## config.mk

```make
export PLATFORM = sky130hd
export DESIGN_NAME = barrel_draw_flat
export DESIGN_NICKNAME = d
export VERILOG_FILES = /design/src/rtl/barrel_draw_if.sv /design/src/rtl/barrel_draw.sv /design/src/flat_wrapper.sv
export SDC_FILE = /design/constraint.sdc
export NUM_CORES = 1
export LEC_CHECK = 0
export ABC_AREA = 1
export CAP_MARGIN = 25
export CORE_MARGIN = 2
export CORE_UTILIZATION = 35
export CTS_CLUSTER_DIAMETER = 150
export DETAILED_ROUTE_END_ITERATION = 10
export PLACE_DENSITY = 0.56
export SETUP_SLACK_MARGIN = 0.05
export SLEW_MARGIN = 5
export SYNTH_ARGS = -nofsm -noshare
export SYNTH_HDL_FRONTEND = slang
export SYNTH_SLANG_ARGS = --single-unit
```

## constraint.sdc

```tcl
create_clock -name clk -period 2.3 [get_ports clk]
set_input_delay 0.345 -clock clk [delete_from_list [all_inputs] [get_ports clk]]
set_output_delay 0.345 -clock clk [all_outputs]
set_load 0.005 [all_outputs]
```

## src/rtl/barrel_draw_if.sv

```systemverilog
// VGA timing/colour bundle shared by the draw-chain stages.
interface vga_if;
  logic [10:0] hcount;
  logic [10:0] vcount;
  logic        hsync;
  logic        vsync;
  logic        hblnk;
  logic        vblnk;
  logic [11:0] rgb;

  modport in  (input  hcount, vcount, hsync, vsync, hblnk, vblnk, rgb);
  modport out (output hcount, vcount, hsync, vsync, hblnk, vblnk, rgb);
endinterface

```

## src/rtl/barrel_draw.sv

```systemverilog
// Rolling-barrel draw stage: per-frame motion FSM plus a 32x32 animated sprite
// overlay from an external synchronous ROM, with 3-cycle timing pass-through.
module barrel_draw #(
  parameter int unsigned SPAWN_X     = 160,
  parameter int unsigned SPAWN_Y     = 128,
  parameter int unsigned X_MIN       = 32,
  parameter int unsigned X_MAX       = 960,
  parameter int unsigned ROLL_STEP   = 2,
  parameter int unsigned FALL_STEP   = 4,
  parameter int unsigned LEVEL_DROP  = 144,
  parameter int unsigned FLOOR_Y     = 704,
  parameter int unsigned ANIM_DIV    = 8,
  parameter logic [11:0] TRANSPARENT = 12'h000
) (
  input  logic        clk,
  input  logic        rst,
  input  logic        start_game,
  input  logic        spawn,
  input  logic [11:0] rgb_pixel,
  output logic [11:0] pixel_addr,
  output logic        barrel_active,
  output logic [10:0] barrel_x,
  output logic [10:0] barrel_y,
  vga_if.in           in,
  vga_if.out          out
);
  localparam int unsigned XW = 11;
  localparam int unsigned CW = 12;
  localparam int unsigned FW = 8;
  localparam int unsigned DW = 8;

  typedef enum logic [1:0] {IDLE = 2'd0, ROLL = 2'd1, FALL = 2'd2} state_e;

  typedef struct packed {
    logic [XW-1:0] hcount;
    logic [XW-1:0] vcount;
    logic          hsync;
    logic          vsync;
    logic          hblnk;
    logic          vblnk;
    logic [CW-1:0] rgb;
  } vga_t;

  state_e        state_q, state_d;
  logic [XW-1:0] x_q, x_d, y_q, y_d;
  logic          dir_q, dir_d, pend_q, pend_d, active_q;
  logic [FW-1:0] fall_q, fall_d;
  logic [1:0]    anim_q, anim_d;
  logic [DW-1:0] div_q, div_d;
  logic [CW-1:0] addr_q, addr_d;
  vga_t          in_c, s1_q, s2_q, o_q, o_d;

  logic          tick_c, at_limit_c, fall_done_c, hit_c;
  logic [XW-1:0] roll_x_c, hx_c, hy_c;
  logic [FW-1:0] fall_sum_c;

  assign in_c = {in.hcount, in.vcount, in.hsync, in.vsync, in.hblnk, in.vblnk, in.rgb};

  // Frame tick and motion helpers shared by next-state and datapath logic.
  assign tick_c      = (in.vcount == XW'(0)) && (in.hcount == XW'(0));
  assign roll_x_c    = dir_q ? (x_q - XW'(ROLL_STEP)) : (x_q + XW'(ROLL_STEP));
  assign at_limit_c  = dir_q ? (roll_x_c <= XW'(X_MIN)) : (roll_x_c >= XW'(X_MAX));
  assign fall_sum_c  = fall_q + FW'(FALL_STEP);
  assign fall_done_c = fall_sum_c >= FW'(LEVEL_DROP);

  always_ff @(posedge clk) begin
    if (rst) state_q <= IDLE;
    else     state_q <= state_d;
  end

  always_comb begin
    state_d = state_q;
    if (!start_game) begin
      state_d = IDLE;
    end else if (tick_c) begin
      case (state_q)
        IDLE:    if (pend_q) state_d = ROLL;
        ROLL:    if (at_limit_c) state_d = (y_q >= XW'(FLOOR_Y)) ? IDLE : FALL;
        FALL:    if (fall_done_c) state_d = ROLL;
        default: state_d = IDLE;
      endcase
    end
  end

  always_comb begin
    x_d    = x_q;
    y_d    = y_q;
    dir_d  = dir_q;
    fall_d = fall_q;
    anim_d = anim_q;
    div_d  = div_q;
    pend_d = pend_q;

    // A spawn is only remembered while idle; the tick that launches it consumes it.
    if (!start_game)                           pend_d = 1'b0;
    else if (tick_c && state_q == IDLE && pend_q) pend_d = 1'b0;
    else if (spawn && state_q == IDLE)         pend_d = 1'b1;

    if (start_game && tick_c) begin
      case (state_q)
        IDLE: begin
          if (pend_q) begin
            x_d    = XW'(SPAWN_X);
            y_d    = XW'(SPAWN_Y);
            dir_d  = 1'b0;
            anim_d = 2'd0;
            div_d  = '0;
          end
        end
        ROLL: begin
          x_d = roll_x_c;
          if (at_limit_c) begin
            x_d    = dir_q ? XW'(X_MIN) : XW'(X_MAX);
            fall_d = '0;
          end
          if (div_q == DW'(ANIM_DIV - 1)) begin
            div_d  = '0;
            anim_d = dir_q ? (anim_q - 2'd1) : (anim_q + 2'd1);
          end else begin
            div_d  = div_q + DW'(1);
          end
        end
        FALL: begin
          y_d    = y_q + XW'(FALL_STEP);
          fall_d = fall_sum_c;
          if (fall_done_c) dir_d = ~dir_q;
        end
        default: ;
      endcase
    end
  end

  // Sprite fetch address from undelayed counts; ROM data lines up with stage 2.
  assign addr_d = {anim_q, 5'(in.vcount - y_q), 5'(in.hcount - x_q)};

  assign hx_c  = s2_q.hcount - x_q;
  assign hy_c  = s2_q.vcount - y_q;
  assign hit_c = (state_q != IDLE) &&
                 (s2_q.hcount >= x_q) && (hx_c[XW-1:5] == '0) &&
                 (s2_q.vcount >= y_q) && (hy_c[XW-1:5] == '0) &&
                 !s2_q.hblnk && !s2_q.vblnk;

  always_comb begin
    o_d = s2_q;
    if (hit_c && rgb_pixel != TRANSPARENT) o_d.rgb = rgb_pixel;
  end

  always_ff @(posedge clk) begin
    if (rst) begin
      x_q      <= '0;
      y_q      <= '0;
      dir_q    <= 1'b0;
      pend_q   <= 1'b0;
      active_q <= 1'b0;
      fall_q   <= '0;
      anim_q   <= '0;
      div_q    <= '0;
      addr_q   <= '0;
      s1_q     <= '0;
      s2_q     <= '0;
      o_q      <= '0;
    end else begin
      x_q      <= x_d;
      y_q      <= y_d;
      dir_q    <= dir_d;
      pend_q   <= pend_d;
      active_q <= (state_d != IDLE);
      fall_q   <= fall_d;
      anim_q   <= anim_d;
      div_q    <= div_d;
      addr_q   <= addr_d;
      s1_q     <= in_c;
      s2_q     <= s1_q;
      o_q      <= o_d;
    end
  end

  assign out.hcount    = o_q.hcount;
  assign out.vcount    = o_q.vcount;
  assign out.hsync     = o_q.hsync;
  assign out.vsync     = o_q.vsync;
  assign out.hblnk     = o_q.hblnk;
  assign out.vblnk     = o_q.vblnk;
  assign out.rgb       = o_q.rgb;
  assign pixel_addr    = addr_q;
  assign barrel_active = active_q;
  assign barrel_x      = x_q;
  assign barrel_y      = y_q;
endmodule
```

## src/flat_wrapper.sv

```systemverilog
// flat-port wrapper written by rule: the top's interface ports become plain ports
module barrel_draw_flat 
#(
  parameter int unsigned SPAWN_X     = 160,
  parameter int unsigned SPAWN_Y     = 128,
  parameter int unsigned X_MIN       = 32,
  parameter int unsigned X_MAX       = 960,
  parameter int unsigned ROLL_STEP   = 2,
  parameter int unsigned FALL_STEP   = 4,
  parameter int unsigned LEVEL_DROP  = 144,
  parameter int unsigned FLOOR_Y     = 704,
  parameter int unsigned ANIM_DIV    = 8,
  parameter logic [11:0] TRANSPARENT = 12'h000
)
  (clk, rst, start_game, spawn, rgb_pixel, pixel_addr, barrel_active, barrel_x, barrel_y, in_hcount, in_vcount, in_hsync, in_vsync, in_hblnk, in_vblnk, in_rgb, out_hcount, out_vcount, out_hsync, out_vsync, out_hblnk, out_vblnk, out_rgb);
  vga_if in_i ();
  vga_if out_i ();
  input  logic clk;
  input  logic rst;
  input  logic start_game;
  input  logic spawn;
  input  logic [11:0] rgb_pixel;
  output logic [11:0] pixel_addr;
  output logic barrel_active;
  output logic [10:0] barrel_x;
  output logic [10:0] barrel_y;
  input wire logic [$bits(in_i.hcount)-1:0] in_hcount;
  input wire logic [$bits(in_i.vcount)-1:0] in_vcount;
  input wire logic [$bits(in_i.hsync)-1:0] in_hsync;
  input wire logic [$bits(in_i.vsync)-1:0] in_vsync;
  input wire logic [$bits(in_i.hblnk)-1:0] in_hblnk;
  input wire logic [$bits(in_i.vblnk)-1:0] in_vblnk;
  input wire logic [$bits(in_i.rgb)-1:0] in_rgb;
  output wire logic [$bits(out_i.hcount)-1:0] out_hcount;
  output wire logic [$bits(out_i.vcount)-1:0] out_vcount;
  output wire logic [$bits(out_i.hsync)-1:0] out_hsync;
  output wire logic [$bits(out_i.vsync)-1:0] out_vsync;
  output wire logic [$bits(out_i.hblnk)-1:0] out_hblnk;
  output wire logic [$bits(out_i.vblnk)-1:0] out_vblnk;
  output wire logic [$bits(out_i.rgb)-1:0] out_rgb;
  assign in_i.hcount = in_hcount;
  assign in_i.vcount = in_vcount;
  assign in_i.hsync = in_hsync;
  assign in_i.vsync = in_vsync;
  assign in_i.hblnk = in_hblnk;
  assign in_i.vblnk = in_vblnk;
  assign in_i.rgb = in_rgb;
  assign out_hcount = out_i.hcount;
  assign out_vcount = out_i.vcount;
  assign out_hsync = out_i.hsync;
  assign out_vsync = out_i.vsync;
  assign out_hblnk = out_i.hblnk;
  assign out_vblnk = out_i.vblnk;
  assign out_rgb = out_i.rgb;
  barrel_draw #(.SPAWN_X(SPAWN_X), .SPAWN_Y(SPAWN_Y), .X_MIN(X_MIN), .X_MAX(X_MAX), .ROLL_STEP(ROLL_STEP), .FALL_STEP(FALL_STEP), .LEVEL_DROP(LEVEL_DROP), .FLOOR_Y(FLOOR_Y), .ANIM_DIV(ANIM_DIV), .TRANSPARENT(TRANSPARENT)) u_core (.clk(clk), .rst(rst), .start_game(start_game), .spawn(spawn), .rgb_pixel(rgb_pixel), .pixel_addr(pixel_addr), .barrel_active(barrel_active), .barrel_x(barrel_x), .barrel_y(barrel_y), .in(in_i), .out(out_i));
endmodule
```

# Word level (Yosys, flattened, before mapping)
# Index checks and enable logic that the tools add are counted.
dict set report classes {
  n_bitwise 2
  n_mul 0
  n_reduce_logical 31
  magnitude_cmp 6
  n_eq_ne 7
  n_mux 28
  addsub 11
  shifts 0
  div_mod_pow 0
}
# operator n
set ops {}
lappend ops {{two-way mux 11 bit} 4}
lappend ops {{case mux 11 bit (2 select lines)} 2}
lappend ops {{case mux 8 bit (2 select lines)} 2}
lappend ops {{two-way mux 8 bit} 3}
lappend ops {{>= comparator 11 x 10 -> 1 bit, second input constant} 2}
lappend ops {{>= comparator 11 bit} 2}
lappend ops {{logical NOT 11 bit} 2}
lappend ops {{subtractor 11 bit} 2}
lappend ops {{two-way mux 2 bit} 9}
lappend ops {{logical AND 1 bit} 12}
lappend ops {{logical NOT 6 bit} 2}
lappend ops {{two-way mux 12 bit} 1}
lappend ops {{nonzero test 12 bit} 1}
lappend ops {{adder 11 x 2 -> 11 bit, second input constant} 1}
lappend ops {{adder 11 x 3 -> 11 bit, second input constant} 1}
lappend ops {{<= comparator 11 x 6 -> 1 bit, second input constant} 1}
lappend ops {{subtractor 11 x 2 -> 11 bit, second input constant} 1}
lappend ops {{two-way mux 10 bit} 1}
lappend ops {{nonzero test 2 bit} 5}
lappend ops {{subtractor 5 bit} 2}
lappend ops {{AND reduction 3 bit} 3}
lappend ops {{adder 8 x 1 -> 8 bit, second input constant} 1}
lappend ops {{adder 8 x 3 -> 8 bit, second input constant} 1}
lappend ops {{equality test 8 x 3 -> 1 bit, second input constant} 1}
lappend ops {{15 further kinds} 23}
dict set report totals {
  n_memories 0
  romBits 0
  ramBits 0
  latchBits 0
  ff_bits 171
  inputBits 54
}

# Logic depth before layout (Yosys ltp)
dict set report depth {
  ltp_word 9
  ltp_mapped 20
}

# Worst setup path before layout
# Ideal clock, no wire load.
dict set report synth_path {
  path_type {register to register}
  from {reg u_core.dir_q}
  to {reg u_core.fall_q[6]}
  period_less_slack_ps 2334
  setup_slack_ps -34
  setup_time_ps 132
  arrival_ps 2202
  path_stages_with_launch 18
  required_time_ps 2168
  path_cell_list {dfxtp_1 buf_2 inv_1 fa_1 inv_1 nand3_1 nand2_1 nand2_1 nand3_1 nand2_1 nor2_1 nand2_1 nand2_1 nand2_2 nand2_1 nand3_1 nand3_1 a21oi_1}
}
dict set report synth_via {
  elab_chain_cells 5
  word_cells_on_any_way 6
  classes_between {order compare (2); eq/ne (1); mux (2); reduce/logical (1)}
}
# item line
set synth_lines {}
lappend synth_lines {{start: declaration} barrel_draw.sv:46} ;# logic dir_q, dir_d, pend_q, pend_d, active_q;
lappend synth_lines {{start signal: assignment} barrel_draw.sv:165} ;# dir_q <= dir_d;
lappend synth_lines {{two-way mux 11 bit} barrel_draw.sv:61} ;# assign roll_x_c = dir_q ? (x_q - XW'(ROLL_STEP)) : (x_q + XW'(ROLL_STEP));
lappend synth_lines {{>= comparator 11 x 10 -> 1 bit / <= comparator 11 x 6 -> 1 bit (equally long branches)} barrel_draw.sv:62} ;# assign at_limit_c = dir_q ? (roll_x_c <= XW'(X_MIN)) : (roll_x_c >= XW'(X_MAX));
lappend synth_lines {{two-way mux 1 bit (*)} barrel_draw.sv:62}
lappend synth_lines {{!= test 2 x 1 -> 1 bit (no line) (*)} --}
lappend synth_lines {{AND reduction 3 bit (no line) (*)} --}
lappend synth_lines {{end signal: assignment} barrel_draw.sv:168} ;# fall_q <= fall_d;
lappend synth_lines {{end: declaration} barrel_draw.sv:47} ;# logic [FW-1:0] fall_q, fall_d;
# Mark *: on every way between the ends. The rest lies on a longest branch, timed or not.
# A chain may end at the register's enable or synchronous reset.

# Final worst setup path
dict set report layout_path {
  from {reg u_core.x_q[2] (netlist: u_core.barrel_x[2])}
  to {reg u_core.o_q (netlist bit u_core.out.rgb[6])}
}
dict set report layout_via {
  elab_chain_cells 9
  word_cells_on_any_way 11
  classes_between {add/sub (1); order compare (1); mux (1); reduce/logical (8)}
}
# item line
set layout_lines {}
lappend layout_lines {{start: declaration} barrel_draw.sv:45} ;# logic [XW-1:0] x_q, x_d, y_q, y_d;
lappend layout_lines {{start signal: assignment} barrel_draw.sv:150} ;# x_q <= '0;
lappend layout_lines {{start signal: assignment} barrel_draw.sv:163} ;# x_q <= x_d;
lappend layout_lines {{subtractor 11 bit / >= comparator 11 bit (equally long branches)} {barrel_draw.sv:136, barrel_draw.sv:139}}
lappend layout_lines {{logical NOT 6 bit / logical AND 1 bit (equally long branches)} {barrel_draw.sv:139, barrel_draw.sv:138}}
lappend layout_lines {{logical AND 1 bit (*) (2 in series)} barrel_draw.sv:139} ;# (s2_q.hcount >= x_q) && (hx_c[XW-1:5] == '0) &&
lappend layout_lines {{logical AND 1 bit (*) (2 in series)} barrel_draw.sv:140} ;# (s2_q.vcount >= y_q) && (hy_c[XW-1:5] == '0) &&
lappend layout_lines {{logical AND 1 bit (*)} barrel_draw.sv:141} ;# !s2_q.hblnk && !s2_q.vblnk;
lappend layout_lines {{logical AND 1 bit (*)} barrel_draw.sv:145} ;# if (hit_c && rgb_pixel != TRANSPARENT) o_d.rgb = rgb_pixel;
lappend layout_lines {{two-way mux 12 bit (*)} barrel_draw.sv:145}
lappend layout_lines {{end signal: assignment} barrel_draw.sv:161} ;# o_q <= '0;
lappend layout_lines {{end signal: assignment} barrel_draw.sv:174} ;# o_q <= o_d;
lappend layout_lines {{end: declaration} barrel_draw.sv:51} ;# vga_t in_c, s1_q, s2_q, o_q, o_d;
# Marked as above.

==> results_dict.tcl <==
set metrics [dict create \
    synth_top_family_by_area "simple AND/OR/NAND/NOR gates" \
    timing.final.hold_violations 0 \
    cts_hold_buffers 0 \
    max_cap_viol_count 0 \
    synthesis.yosys.warnings 0 \
    fin_nets 1362 \
    status "finished clean" \
    drtPass1Iterations 5 \
    portBuffers 123 \
    fmax_mhz 444.5 \
    maximum_number_of_pins_on_one_net_before_global_route_repair 115 \
    ctsLongestPathBuffers 2 \
    clock_tree.root_cell "clkbuf_16" \
    first_global_vias 6233 \
    rr_endpoint "u_core.out.rgb[6]" \
    routed-via-count 6990 \
    critical_path_peak_fanout 6 \
    drtAntennaViolNets 0 \
    worst_setup_margin_ns 0.05021 \
    final_cell_mix "inv_1, nor2_1, dfxtp_1, nand2_1, clkdlybuf4s50_1" \
    irDropWorstVdd_mv 0.5032 \
    avgViaCountPerCell 4.495 \
    clock_insertion_delay_at_the_later_pin_of_the_skew_report_ns 0.43 \
    final-setup-viol-count 0 \
    io_pins 127 \
    layout_min_cycle_time_ns 2.250 \
    timing.critical_path.cells "inv_2 > buf_6 > ha_4 > buf_6 > nand2_4 > nand2_4 > nand2_2 > nand2_2 > o21bai_1 > nand2_1 > nor2_1 > nand3_1 > nor3_4 > buf_6 > nand3_4 > nand2_2 > inv_1 > nor2_1" \
    syn_inst 1060 \
    slew_violations 0 \
    critPathBufInv 5 \
    grt_overflow 0 \
    synth.largest_area_cell "dfxtp_1" \
    area_growth_syn_to_layout_pct 45.83 \
    final.hold.worst_slack_ns 0.2411 \
    finalNonFillerCells 1555 \
    power_leakage_nw 5.006 \
    worstSetupEndpointType "flop" \
    starting_utilization_of_the_core_area_pct 35.75 \
    dp_hpwl_mm 14.66 \
    min-delay-start "rst" \
    placement.cell_area_um2 9593 \
    crit_slowest_cell "dfxtp_2" \
    critPathLaunchType "flop" \
    synthFlopType "dfxtp_1" \
    muxShareOfSynthArea_pct 0 \
    relSlewSlack_pct 66.45 \
    synth.ff_latch_count 164 \
    layout_commonest_cell "inv_1" \
    post_drt_wl_per_cell_um 13.15 \
    finalClockSkew_ns 0.01318 \
    fraction_of_synthesized_cell_area_in_xor_and_xnor_cells_pct 1.975 \
    cts_sinks 164 \
    core_region_area_um2 21090 \
    tightest_slew_ns 0.5032 \
    post-route-cell-area_um2 10990 \
    rsz0062_at_grt "yes" \
    ys_top_cells_by_area "dfxtp_1, inv_1, nand2_1" \
    synth-simple-area-share_pct 27.32 \
    cts_tree "done" \
    post-place-ws_ns -0.3470 \
    final.setup.tns_ns 0 \
    rows 53 \
    timing.reg2reg.worst_path_depth 18 \
    synth-edff-count 0 \
    mappedNetlistArea_um2 7538 \
    worst_hold_path.endpoint "u_core.fall_q[5]" \
    fp.dieH_um 150.8 \
    worst_setup_path_startpoint "u_core.barrel_x[2]" \
    antenna_found_initial 1 \
    grtUsageTotal_pct 17.79 \
    tritoncts.num_buffers 17 \
    antenna_cells_inserted 0 \
    timing.critical_path.required_ns 2.67 \
    critical_path_arrival_ns 2.62 \
    grt_first_pass_wirelength_mm 31.32 \
    synth_adder_area_share_pct 7.004 \
    clk_pin_slew_ns 0.07 \
    finalWirelength_mm 20.45 \
    period_share_pct 97.82 \
    first_iter_violations 371 \
    postSynth.asyncResetShare_pct 0 \
    placed_cells 1513 \
    hold_depth 2 \
    setup.reg_to_reg.worst_slack_ns 0.05 \
    hold_class "in -> reg" \
    yosysTopAreaCellShare_pct 43.55 \
    r2r-start "u_core.barrel_x[2]" \
    die_area_um2 22730 \
    timing.setup.critical_path_class "reg -> reg" \
    route.detailed.drc 0 \
    yosys.cell_types.count 42 \
    ys_seq_area_share_pct 43.55 \
    worst_path_largest_cell_delay_ns 0.34 \
    pwr_density_cell_nw_per_um2 582.5 \
    fraction_of_the_mapped_netlist_area_in_compound_gates_pct 6.639 \
    ctsHtreeMaxLevel 4 \
    critical-path-top-delay-family "simple AND/OR/NAND/NOR gates" \
    syn_avg_cell_area_um2 7.112 \
    die_x_um 150.8 \
    share_of_layout_cells_above_drive_strength_1_pct 20.63 \
    place.gp.congestion 0.8658 \
]
-- per-layer routing --
metal | track usage [%] | up-vias | part of all wire (%)
li1 | - | 3648 | -
met1 | 22.28 | 3188 | 44
met2 | 29.98 | 130 | 50
met3 | 4.879 | 24 | 4.4
met4 | 5.093 | 0 | 1.8
met5 | 0 | - | 0
-- repair_timing --
action	in CTS	in global routing
buffers inserted	7	3
setup endpoints to repair	28	31
gates cloned	1	0
gates resized for setup	57	113
pin swaps	34	45
-- worst max path at each step --
stage	endpoint	slack, ns	depth (start not counted)
2_1_floorplan	u_core.fall_q[6]	0.05	17
3_3_place_gp	u_core.out.rgb[6]	-0.28	15
3_5_place_dp	u_core.out.rgb[6]	-0.35	15
4_1_cts	u_core.out.rgb[6]	-0.008	16
5_1_grt	u_core.out.rgb[6]	-0.17	18
6_report	u_core.out.rgb[6]	0.05	18
-- Yosys cell counts, types with 4 or more instances --
cell type,instances
nand2_1,189
xor2_1,13
o21bai_1,5
clkbuf_1,12
nand3b_1,9
dfxtp_1,164
xnor2_1,4
nand3_1,43
ha_1,39
buf_1,5
inv_1,233
o21ai_0,28
buf_4,5
nor2_1,180
a21oi_1,49
nor3_1,14
nand4_1,29
buf_2,4
-- registers in the layout (all words and copies together), names as in the netlist, 6 cells and up --
name and count:
u_core.barrel_x 10, u_core.barrel_y 9, u_core.div_q 8, u_core.fall_q 6, u_core.o_d 26, u_core.out.hcount 11, u_core.out.rgb 12, u_core.out.vcount 11
u_core.pixel_addr 10, u_core.s1_q 38, u_core.s2_q 12
-- worst register-to-register path, stage by stage, from the launching register on --
cell,delay [ns]
dfxtp_2,0.34
inv_2,0.05
buf_6,0.12
ha_4,0.22
buf_6,0.12
nand2_4,0.05
nand2_4,0.05
nand2_2,0.06
nand2_2,0.06
o21bai_1,0.14
nand2_1,0.07
nor2_1,0.11
nand3_1,0.11
nor3_4,0.20
buf_6,0.13
nand3_4,0.12
nand2_2,0.11
inv_1,0.04
nor2_1,0.09
-- through the flow --
step | util (%) | power, W
after floorplan | - | 0.003339
after global placement | 45.49 | 0.003614
after detailed placement | 45.49 | 0.003614
after CTS | 50.08 | 0.006449
after global routing | 52.13 | 0.006684
final | 52.13 | 0.006404
-- final cells by class --
type,count,area [µm²]
Fill cell,2013,10090
Timing Repair Buffer,210,1944
Clock inverter,15,167.7
Tap cell,275,344.1
Inverter,234,885.9
Clock buffer,17,425.4
Multi-Input combinational cell,640,3914
Sequential cell,164,3312
-- report_power, final --
| group | switching, W | internal (W) |
|---|---|---|
| clock network | 0.00133 | 0.00145 |
| logic | 0.000346 | 0.000319 |
| registers | 0.0000336 | 0.00292 |
-- cells by family after synthesis --
| group | Yosys count |
|---|---|
| compound gates | 93 |
| xor+xnor | 17 |
| fa+ha+maj | 41 |
| buf+inv | 261 |
| flops | 164 |
| other cells | 2 |
| simple gates | 482 |
Power figures use the tool's default switching activity.
